===== src/rtl/nor_funnel_pkg.sv =====
// Shared types and defaults for the NOR-funnel stimulus launcher.
package nor_funnel_pkg;

    localparam int unsigned NUM_LANES_DEF = 16;
    localparam int unsigned DLY_W_DEF     = 8;

    typedef enum logic [1:0] {
        ST_IDLE,
        ST_ARM,
        ST_RUN,
        ST_DONE
    } state_t;

    // Per-lane stimulus shape
    typedef struct packed {
        logic [DLY_W_DEF-1:0] delay;
        logic [DLY_W_DEF-1:0] width;
        logic                 idle;
        logic                 en;
    } lane_cfg_t;

endpackage


===== src/rtl/nor_funnel_lane.sv =====
// One stimulus lane: drives the active level while the run counter is inside
// the window [delay, delay+width), otherwise the idle level.
module nor_funnel_lane
    import nor_funnel_pkg::*;
#(
    parameter int unsigned T_W = DLY_W_DEF + 1
) (
    input  logic           clk,
    input  logic           rst_n,
    input  logic           run,
    input  logic [T_W-1:0] t,
    input  lane_cfg_t      cfg,
    output logic           lane_out
);

    logic [T_W-1:0] win_lo;
    logic [T_W-1:0] win_hi;
    logic           in_win;

    assign win_lo = T_W'(cfg.delay);
    assign win_hi = T_W'(cfg.delay) + T_W'(cfg.width);
    assign in_win = cfg.en && (t >= win_lo) && (t < win_hi);

    // Registered lane drive; idle level whenever no run is in progress
    always_ff @(posedge clk) begin
        if (!rst_n) begin
            lane_out <= 1'b0;
        end else begin
            lane_out <= run ? (cfg.idle ^ in_win) : cfg.idle;
        end
    end

endmodule


===== src/rtl/nor_funnel_stim.sv =====
// NOR-funnel stimulus launcher: turns one start request into NUM_LANES timed
// pulses referenced to a shared run counter.
// Optional return-path monitor enabled by defining FUNNEL_MON_EN.
module nor_funnel_stim
    import nor_funnel_pkg::*;
#(
    parameter int unsigned NUM_LANES = NUM_LANES_DEF,
    parameter int unsigned LANE_W    = $clog2(NUM_LANES),
    parameter int unsigned DLY_W     = DLY_W_DEF
) (
    input  logic                 clk,
    input  logic                 rst_n,
    input  logic                 cfg_we,
    input  logic [LANE_W-1:0]    cfg_lane,
    input  logic [DLY_W-1:0]     cfg_delay,
    input  logic [DLY_W-1:0]     cfg_width,
    input  logic                 cfg_idle,
    input  logic                 cfg_en,
    input  logic                 start,
    output logic [NUM_LANES-1:0] lane_out,
    output logic                 busy,
    output logic                 done,
    output logic [DLY_W:0]       run_len
`ifdef FUNNEL_MON_EN
    ,
    input  logic                 funnel_out,
    output logic [7:0]           edge_cnt,
    output logic                 final_lvl
`endif
);

    localparam int unsigned T_W = DLY_W + 1;

    state_t         state;
    state_t         next_state;
    lane_cfg_t      cfg_q [NUM_LANES];
    logic [T_W-1:0] t;
    logic [T_W-1:0] end_c;
    logic [T_W-1:0] sum_c;

    // Run end time: latest window close over enabled lanes
    always_comb begin
        end_c = '0;
        sum_c = '0;
        for (int i = 0; i < NUM_LANES; i++) begin
            sum_c = T_W'(cfg_q[i].delay) + T_W'(cfg_q[i].width);
            if (cfg_q[i].en && (sum_c > end_c)) begin
                end_c = sum_c;
            end
        end
    end

    // State register
    always_ff @(posedge clk) begin
        if (!rst_n) begin
            state <= ST_IDLE;
        end else begin
            state <= next_state;
        end
    end

    // Next-state logic; a same-cycle config write wins over start
    always_comb begin
        next_state = state;
        case (state)
            ST_IDLE: if (start && !cfg_we) next_state = ST_ARM;
            ST_ARM:  next_state = (end_c == '0) ? ST_DONE : ST_RUN;
            ST_RUN:  if (t == run_len - T_W'(1)) next_state = ST_DONE;
            ST_DONE: next_state = ST_IDLE;
            default: next_state = ST_IDLE;
        endcase
    end

    // Run counter, run length and status outputs
    always_ff @(posedge clk) begin
        if (!rst_n) begin
            t       <= '0;
            run_len <= '0;
            busy    <= 1'b0;
            done    <= 1'b0;
        end else begin
            if (state == ST_ARM) begin
                t       <= '0;
                run_len <= end_c;
            end else if (state == ST_RUN) begin
                t <= t + T_W'(1);
            end
            busy <= (state == ST_ARM) || (state == ST_RUN);
            done <= (state == ST_DONE);
        end
    end

    // Config storage; writable only while idle, out-of-range lanes match nothing
    always_ff @(posedge clk) begin
        if (!rst_n) begin
            for (int i = 0; i < NUM_LANES; i++) begin
                cfg_q[i] <= '0;
            end
        end else if ((state == ST_IDLE) && cfg_we) begin
            for (int i = 0; i < NUM_LANES; i++) begin
                if (cfg_lane == LANE_W'(i)) begin
                    cfg_q[i] <= '{delay: DLY_W_DEF'(cfg_delay),
                                  width: DLY_W_DEF'(cfg_width),
                                  idle:  cfg_idle,
                                  en:    cfg_en};
                end
            end
        end
    end

    // Per-lane compare-and-drive
    for (genvar g = 0; g < NUM_LANES; g++) begin : g_lane
        nor_funnel_lane #(
            .T_W(T_W)
        ) u_lane (
            .clk      (clk),
            .rst_n    (rst_n),
            .run      (state == ST_RUN),
            .t        (t),
            .cfg      (cfg_q[g]),
            .lane_out (lane_out[g])
        );
    end

`ifdef FUNNEL_MON_EN
    logic [1:0] sync_q;
    logic       lvl_q;

    // Return-path monitor: synchronize, count edges during a run, capture final level
    always_ff @(posedge clk) begin
        if (!rst_n) begin
            sync_q    <= '0;
            lvl_q     <= 1'b0;
            edge_cnt  <= '0;
            final_lvl <= 1'b0;
        end else begin
            sync_q <= {sync_q[0], funnel_out};
            lvl_q  <= sync_q[1];
            if ((state == ST_IDLE) && (next_state == ST_ARM)) begin
                edge_cnt <= '0;
            end else if ((state != ST_IDLE) && (sync_q[1] != lvl_q) && (edge_cnt != 8'hFF)) begin
                edge_cnt <= edge_cnt + 8'd1;
            end
            if (state == ST_DONE) begin
                final_lvl <= sync_q[1];
            end
        end
    end
`endif

endmodule


===== config.mk =====
export PLATFORM = sky130hd
export DESIGN_NAME = nor_funnel_stim
export DESIGN_NICKNAME = d
export VERILOG_FILES = /design/src/rtl/nor_funnel_pkg.sv /design/src/rtl/nor_funnel_lane.sv /design/src/rtl/nor_funnel_stim.sv
export SDC_FILE = /design/constraint.sdc
export NUM_CORES = 1
export LEC_CHECK = 0
export ABC_AREA = 1
export CORE_MARGIN = 2
export CORE_UTILIZATION = 50
export CTS_CLUSTER_DIAMETER = 150
export DETAILED_ROUTE_END_ITERATION = 16
export PLACE_DENSITY_LB_ADDON = 0.08
export SLEW_MARGIN = 0
export SYNTH_ARGS = -nofsm -noshare
export SYNTH_HDL_FRONTEND = slang
export SYNTH_SLANG_ARGS = --single-unit

===== constraint.sdc =====
create_clock -name clk -period 23.4 [get_ports clk]
set_input_delay 2.34 -clock clk [delete_from_list [all_inputs] [get_ports clk]]
set_output_delay 2.34 -clock clk [all_outputs]
set_load 0.05 [all_outputs]

==> summary.md, run 1 <==
| Metric | Value |
|---|---|
| Status | `finished clean` |
| Launch point of the worst reg-to-reg path | `cfg_q[0][10]$_SDFFCE_PN0P_` |
| Synth Instances | `3155` |
| Maximum vdd drop | `87.8 uV` |
| # diodes | `0` |
| Final period util | `0.944` |
| Total GRT Usage | `0.290` |
| Crit path required time | `23900 ps` |
| Hold path endpoint | `g_lane[9].u_lane.lane_out$_SDFF_PN0_` |
| Cell Area, Placed | `0.0282 sq mm` |
| Final-report max-slew violation count | `0` |
| Syn_area_per_cell | `8.52 sq um` |
| Hold Path Depth | `1` |
| CTS H-tree lvls | `2` |
| Crit Path Category | `flip-flop to flip-flop` |
| Hold Vio Cnt, Final | `0` |
| Worst r2r path cells | `155` |
| I/O pin cnt | `53` |
| CTS root buf | `clkbuf_16` |
| Hold Startpoint | `cfg_q[1][19]$_SDFFCE_PN0P_` |
| Vias in the first global route | `21500` |
| Leakage power | `0.0151 uW` |
| Vias per std cell | `5.60` |
| Most frequent cell on the critical path | `nand2_1` |
| PortBufs | `52` |
| Synthesized flop and latch total | `326` |
| Drt first-iter violations | `1351` |
| Final wirelength | `81.7 mm` |
| Fmax | `0.0453 GHz` |
| Commonest cells in the netlist | `nand2_1, ha_1, inv_1, nor2_1, edfxtp_1` |
| Hpwl dp | `58.1 mm` |
| Initial Util | `0.508` |
| TritonCTS clock tree | `built` |
| Die Area | `0.0556 sq mm` |
| Final design instance area without fill | `0.0304 sq mm` |
| Setup violators final | `0` |
| Post-synth top area share | `0.322` |
| Crit path DAT | `22590 ps` |
| Synth-to-layout area growth | `13.1%` |
| Netlist cell types | `47` |
| Mapped Nets | `3710` |
| Clk sink count | `326` |
| Worst flop-to-flop path endpoint | `state[0]$_SDFFE_PN0P_` |
| Global route total overflow | `0` |
| Pre-Repair DR Iteration Count | `7` |
| Post-synth top area cell | `edfxtp_1` |
| Post-DRT Antenna Nets | `0` |
| Dominant cell by count in the synthesized netlist | `nand2_1` |
| Antenna violations before repair | `1` |
| Min-Delay Path Class | `flip-flop to flip-flop` |
| First-pass GRT wire length | `123 mm` |
| Clk slew on worst S/H paths | `60 ps` |
| CTS max path bufs | `3` |
| Sequential area share after synthesis | `0.350` |
| Hold_buf cts | `0` |
| Area of the multi-input gates | `0.0159 sq mm` |
| Ys Warns | `0` |
| Largest net degree at the start of global routing | `34` |
| Row count | `84` |
| Post-DR wirelength/cell | `20.6 microns` |
| Setup WS pre-CTS | `-455 ps` |
| # fillers | `4760` |
| Final setup margin | `1310 ps` |
| Horiz. Die Dim | `236 microns` |
| Gpl congestion | `0.912` |
| Synthesized cell area | `0.0269 sq mm` |
| Ys async rst share | `0` |
| Slowest CP cell | `fa_2` |
| Area taken by flip-flops and latches | `0.00942 sq mm` |
| Number of synthesized flops with an enable pin | `288` |
| Worst-Margin Slew | `1220 ps` |
| Core Region | `0.0529 sq mm` |
| Clock insertion delay at the later pin of the skew report | `580 ps` |
| Max cap viols | `0` |
| Share of cells above drive strength 1 | `0.0870` |
| Clock Skews | `18.9 ps` |
| Final #Nets | `3810` |
| Die height | `236 microns` |
| Synth area leaders | `edfxtp_1, ha_1, nand2_1` |
| Remaining DRCs | `0` |
| PwrDens | `116 mW/mm^2` |
| Largest stage delay on the critical path | `540 ps` |
| CP max FO | `9` |
| CP startpoint kind | `flip-flop` |
| Post-synth top flop | `edfxtp_1` |
| CP endpoint kind | `flip-flop` |
| Fin crit period | `22090 ps` |
| Final core occ | `0.575` |
| Relative slew slack | `0.186` |
| CTS Buf Count | `39` |
| R2R Setup Slk | `1310 ps` |
| Via count | `22300` |
[repair_timing]
action / CTS / global route
gates resized for setup: 22 / 166
pin swaps: 1 / 35
setup buffers: 1 / 25
gates cloned: 0 / 11
endpoints found under the setup margin: 10 / 10
[area by class of cell]
class                           count  share of cell area
Tap cell                          688              0.0283
Clock buffer                       58              0.0375
Inverter                          501              0.0620
Clock inverter                     14             0.00630
Timing Repair Buffer              114              0.0323
Multi-Input combinational cell   2273               0.524
Sequential cell                   326               0.310
[worst max-delay path, delay by kind of cell (launching register included)]
kind | cells | cell delay [ps]
AOI/OAI and AO/OA | 32 | 5920
adders and majority gates | 17 | 5400
buffers and inverters | 15 | 1610
DFF | 1 | 360
and+or+nand+nor | 91 | 8720
[placed cells by master (no fill, tap or decap), types with 8 or more instances in the layout]
cell and n:
nand2_1 527, ha_1 503, inv_1 478, nor2_1 309, edfxtp_1 288, a21oi_1 218
nand3_1 155, o21ai_0 91, xor2_1 86, buf_4 62, clkdlybuf4s50_1 51, o21ai_1 47
clkbuf_16 40, o21ai_2 34, o21bai_1 34, dfxtp_1 30, a211oi_1 28, o211ai_1 23
nand2_2 21, a211oi_2 17, nand2_4 16, nand4_1 16, nor3_1 16, inv_2 15
fa_1 14, clkbuf_1 11, nand3b_1 9, clkinv_1 8, xnor2_1 8, and2_1 8
dfxtp_2 8
[how the worst max path moves through the flow]
stage | start | end | slack, ps | cells after the start
finish | cfg_q[0][10]$_SDFFCE_PN0P_ | state[0]$_SDFFE_PN0P_ | 1310 | 155
global route | cfg_q[0][10]$_SDFFCE_PN0P_ | state[0]$_SDFFE_PN0P_ | -200 | 193
CTS | cfg_q[0][10]$_SDFFCE_PN0P_ | state[0]$_SDFFE_PN0P_ | 40 | 177
detailed placement | cfg_q[0][10]$_SDFFCE_PN0P_ | state[0]$_SDFFE_PN0P_ | -460 | 175
global placement | cfg_q[0][10]$_SDFFCE_PN0P_ | state[0]$_SDFFE_PN0P_ | -20 | 161
floorplan | cfg_q[0][10]$_SDFFCE_PN0P_ | state[0]$_SDFFE_PN0P_ | 770 | 204
[through the flow]
step	cells	TNS, ps	total power [uW]	hold slack, ps
2_1_floorplan	3155	0	2110	419
3_3_place_gp	3865	-16.9	2590	428
3_5_place_dp	3865	-1890	2630	441
4_1_cts	3938	0	3290	437
5_1_grt	3974	-201	3840	470
6_report	3974	0	3530	436
[sequential cells by signal (all words and copies together), names as in the netlist]
name and cells:
cfg_q 288, t 9, done 1, busy 1, state 2, run_len 9
g_lane.u_lane.lane_out 16
[per-layer routing]
metal	vias up	share of wire	GRT usage
met3	147	0.045	0.0276
met5	-	0	0
met2	542	0.50	0.517
met4	0	0.037	0.113
met1	10600	0.42	0.361
li1	10900	-	-
[power by group]
| group | total [uW] | internal (uW) | leakage, uW | switching (uW) |
|---|---|---|---|---|
| registers | 697 | 673 | 0.00328 | 23.6 |
| logic | 2190 | 787 | 0.0112 | 1400 |
| clock network | 642 | 382 | 0.000643 | 259 |
[cell families after synthesis]
family                     Yosys count  share of synthesized area
and+or+nand+nor                   1088                      0.168
buffers and inverters              567                     0.0815
AOI/OAI and AO/OA                  549                      0.117
adders and majority gates          529                      0.251
DFF                                326                      0.350
xor gates and xnor gates            96                     0.0316
(Power assumes the default switching activity.)
==> run 2, diff against run 1 <==
clock period = 21 ns   (was 23.4 ns; I/O delays follow)
==> run 2 against run 1 <==
The flow now finishes with violations (setup timing). Sequential share of layout area is 3.3 points lower. Largest cell class unchanged. Clock skew rose by 5.0 ps. Final cell count increased by 7.3%. Non-clock buffer count grew 281. Sequential power up 11%. Utilization is 7.0 points higher. Die area unchanged. Critical path type unchanged.
==> summary.md, run 2 (same netlist as run 1, synthesis figures left out) <==
| Metric | Value |
|---|---|
| Status | `finished, violations left` |
| Violated checks | `setup timing` |
| Slowest CP cell | `edfxtp_1` |
| Final wirelength | `85.0 mm (+4.0%)` |
| CP endpoint kind | `flip-flop` |
| Pre-Repair DR Iteration Count | `5 (-2)` |
| Max reg flops | `288 (unchanged)` |
| Top Registers | `cfg_q: 288 flops, g_lane.u_lane.lane_out: 16 flops` |
| R2R Setup Slk | `-290 ps (-1600 ps)` |
| CP max FO | `8 (-1)` |
| Worst Setup EP | `state[0]$_SDFFE_PN0P_` |
| Crit path DAT | `21760 ps (-830 ps)` |
| CTS max path bufs | `3 (unchanged)` |
| Leakage power | `0.0168 uW (+11%)` |
| Die Area | `0.0556 sq mm (unchanged)` |
| Commonest non-fill, non-tap cell in the layout | `inv_1` |
| Hold Startpoint | `cfg_q[0][73]$_SDFFCE_PN0P_` |
| Worst-Margin Slew | `1140 ps (-82.0 ps)` |
| Fmax | `0.0470 GHz (+3.8%)` |
| Setup WS pre-CTS | `-1230 ps (-777 ps)` |
| Row count | `84 (unchanged)` |
| Hpwl dp | `58.7 mm (+1.0%)` |
| Critical path's top delay family | `simple AND/OR/NAND/NOR gates` |
| Worst flop-to-flop path endpoint | `state[0]$_SDFFE_PN0P_` |
| Cell Area, Placed | `0.0302 sq mm (+7.0%)` |
| Via count | `23700 (+6.5%)` |
| Area of the multi-input gates | `0.0174 sq mm (+9.1%)` |
| I/O pin cnt | `53 (unchanged)` |
| CP startpoint kind | `flip-flop` |
| Final setup margin | `-289 ps (-1600 ps)` |
| Clock Skews | `23.9 ps (+5.04 ps)` |
| Area taken by flip-flops and latches | `0.00942 sq mm (unchanged)` |
| Clock insertion delay at the later pin of the skew report | `580 ps (about the same)` |
| Final period util | `1.01 (+0.0698)` |
| Hold_buf cts | `0 (unchanged)` |
| Final design instance area without fill | `0.0341 sq mm (+12%)` |
| CTS Buf Count | `41 (+5.1%)` |
| Final #Nets | `4097 (+7.5%)` |
| PortBufs | `52 (unchanged)` |
| Clk sink count | `326 (unchanged)` |
| Antenna violations before repair | `0 (-1)` |
| Setup violators final | `9 (+9)` |
| Clk slew on worst S/H paths | `60 ps (about the same)` |
| Drt first-iter violations | `1568 (+16%)` |
| Fin crit period | `21290 ps (-801 ps)` |
| Post-DRT Antenna Nets | `0 (unchanged)` |
| Crit path required time | `21470 ps (-2430 ps)` |
| Horiz. Die Dim | `236 microns (unchanged)` |
| Die height | `236 microns (unchanged)` |
| First-pass GRT wire length | `128 mm (+4.0%)` |
| # fillers | `4360 (-8.4%)` |
| WP depth | `179 (+15%)` |
| Launch point of the worst reg-to-reg path | `cfg_q[0][10]$_SDFFCE_PN0P_` |
| Vias per std cell | `5.56 (-0.72%)` |
| Final-report max-slew violation count | `0 (unchanged)` |
| Largest net degree at the start of global routing | `57 (+68%)` |
| Min-Delay Path Class | `flip-flop to flip-flop` |
| Gpl congestion | `0.936 (+2.7%)` |
| Total power | `5670 uW (+61%)` |
| Worst r2r path cells | `179 (+15%)` |
| # diodes | `0 (unchanged)` |
| Final core occ | `0.645 (+0.0696)` |
| Top reg by flops | `cfg_q` |
| Bufs and invs on worst path | `17 (+2)` |
| Maximum vdd drop | `200 uV (+130%)` |
| CTS root buf | `clkbuf_16` |
| Synth-to-layout area growth | `26.8%` |
| Largest stage delay on the critical path | `350 ps (-190 ps)` |
| Global route total overflow | `0 (unchanged)` |
| Max cap viols | `0 (unchanged)` |
| Initial Util | `0.508 (unchanged)` |
| CTS H-tree lvls | `2 (unchanged)` |
| TritonCTS clock tree | `built` |
| Most frequent cells in the layout | `inv_1, ha_1, nand2_1` |
| Most frequent cell on the critical path | `nand2_1` |
| Core Region | `0.0529 sq mm (unchanged)` |
| Hold Vio Cnt, Final | `0 (unchanged)` |
| Unrepaired setup endpoints after global routing | `true` |
| Relative slew slack | `0.241 (+0.0548)` |
| Share of cells above drive strength 1 | `0.220 (+0.133)` |
| Post-DR wirelength/cell | `19.9 microns (-3.1%)` |
| PwrDens | `166 mW/mm^2 (+43%)` |
| Worst setup path start | `cfg_q[0][10]$_SDFFCE_PN0P_` |
| Remaining DRCs | `0 (unchanged)` |
| Vias in the first global route | `23600 (+9.5%)` |
| Crit Path Category | `flip-flop to flip-flop` |
| Total GRT Usage | `0.298 (+0.00787)` |
-- run 2: where the power goes --
| part | total [uW] | internal (uW) | leakage (uW) | switching [uW] |
|---|---|---|---|---|
| sequential | 776 | 750 | 0.00328 | 26.4 |
| clock | 731 | 437 | 0.000658 | 295 |
| combinational | 4160 | 2030 | 0.0129 | 2130 |
-- run 2: area by class of cell --
class                   instances  share of cell area
inverters                     501              0.0558
repair buffers                395              0.0926
clock inverters                25             0.00771
multi-input cells            2276               0.510
flip-flops and latches        326               0.276
repair inverters                1            0.000184
clock buffers                  51              0.0325
well taps                     688              0.0253
-- run 2: worst min path at each step --
| stage | end | slack [ps] | cells after the start |
|---|---|---|---|
| 3_5_place_dp | g_lane[4].u_lane.lane_out$_SDFF_PN0_ | 440 | 1 |
| 3_3_place_gp | g_lane[5].u_lane.lane_out$_SDFF_PN0_ | 430 | 1 |
| 5_1_grt | g_lane[4].u_lane.lane_out$_SDFF_PN0_ | 450 | 1 |
| 2_1_floorplan | g_lane[14].u_lane.lane_out$_SDFF_PN0_ | 420 | 1 |
| 4_1_cts | g_lane[4].u_lane.lane_out$_SDFF_PN0_ | 450 | 1 |
| 6_report | g_lane[4].u_lane.lane_out$_SDFF_PN0_ | 450 | 1 |
-- run 2: stage by stage --
step           std cells  TNS [ps]  hold slack [ps]
6_report            4263     -1340              446
5_1_grt             4263    -14280              454
2_1_floorplan       3155         0              419
4_1_cts             4226     -64.1              446
3_3_place_gp        4120     -3410              433
3_5_place_dp        4120    -10840              437
-- run 2: worst register-to-register path, delay by kind of cell (launching register included) --
kind,cells,cell delay [ps]
adders and majority gates,17,4570
xor gates and xnor gates,1,210
buffers and inverters,17,1960
DFF,1,350
AOI/OAI and AO/OA,36,5230
and+or+nand+nor,108,8940
-- run 2: repair_timing --
action,4_1_cts,5_1_grt
pin swaps,37,146
endpoints found under the setup margin,10,10
gates cloned,15,0
setup buffers,15,44
resized for setup,133,363
-- run 2: layer usage --
layer,up-vias,global-route usage,share of wire
met5,-,0,0
met4,0,0.113,0.037
met3,178,0.0286,0.052
met2,668,0.528,0.49
met1,11400,0.375,0.42
li1,11500,-,-
==> run 3, diff against run 2 <==
CAP_MARGIN = 20   (was default)
==> results of run 3 <==
Same layout as run 2: the final DEF is identical, and so are final timing and power.
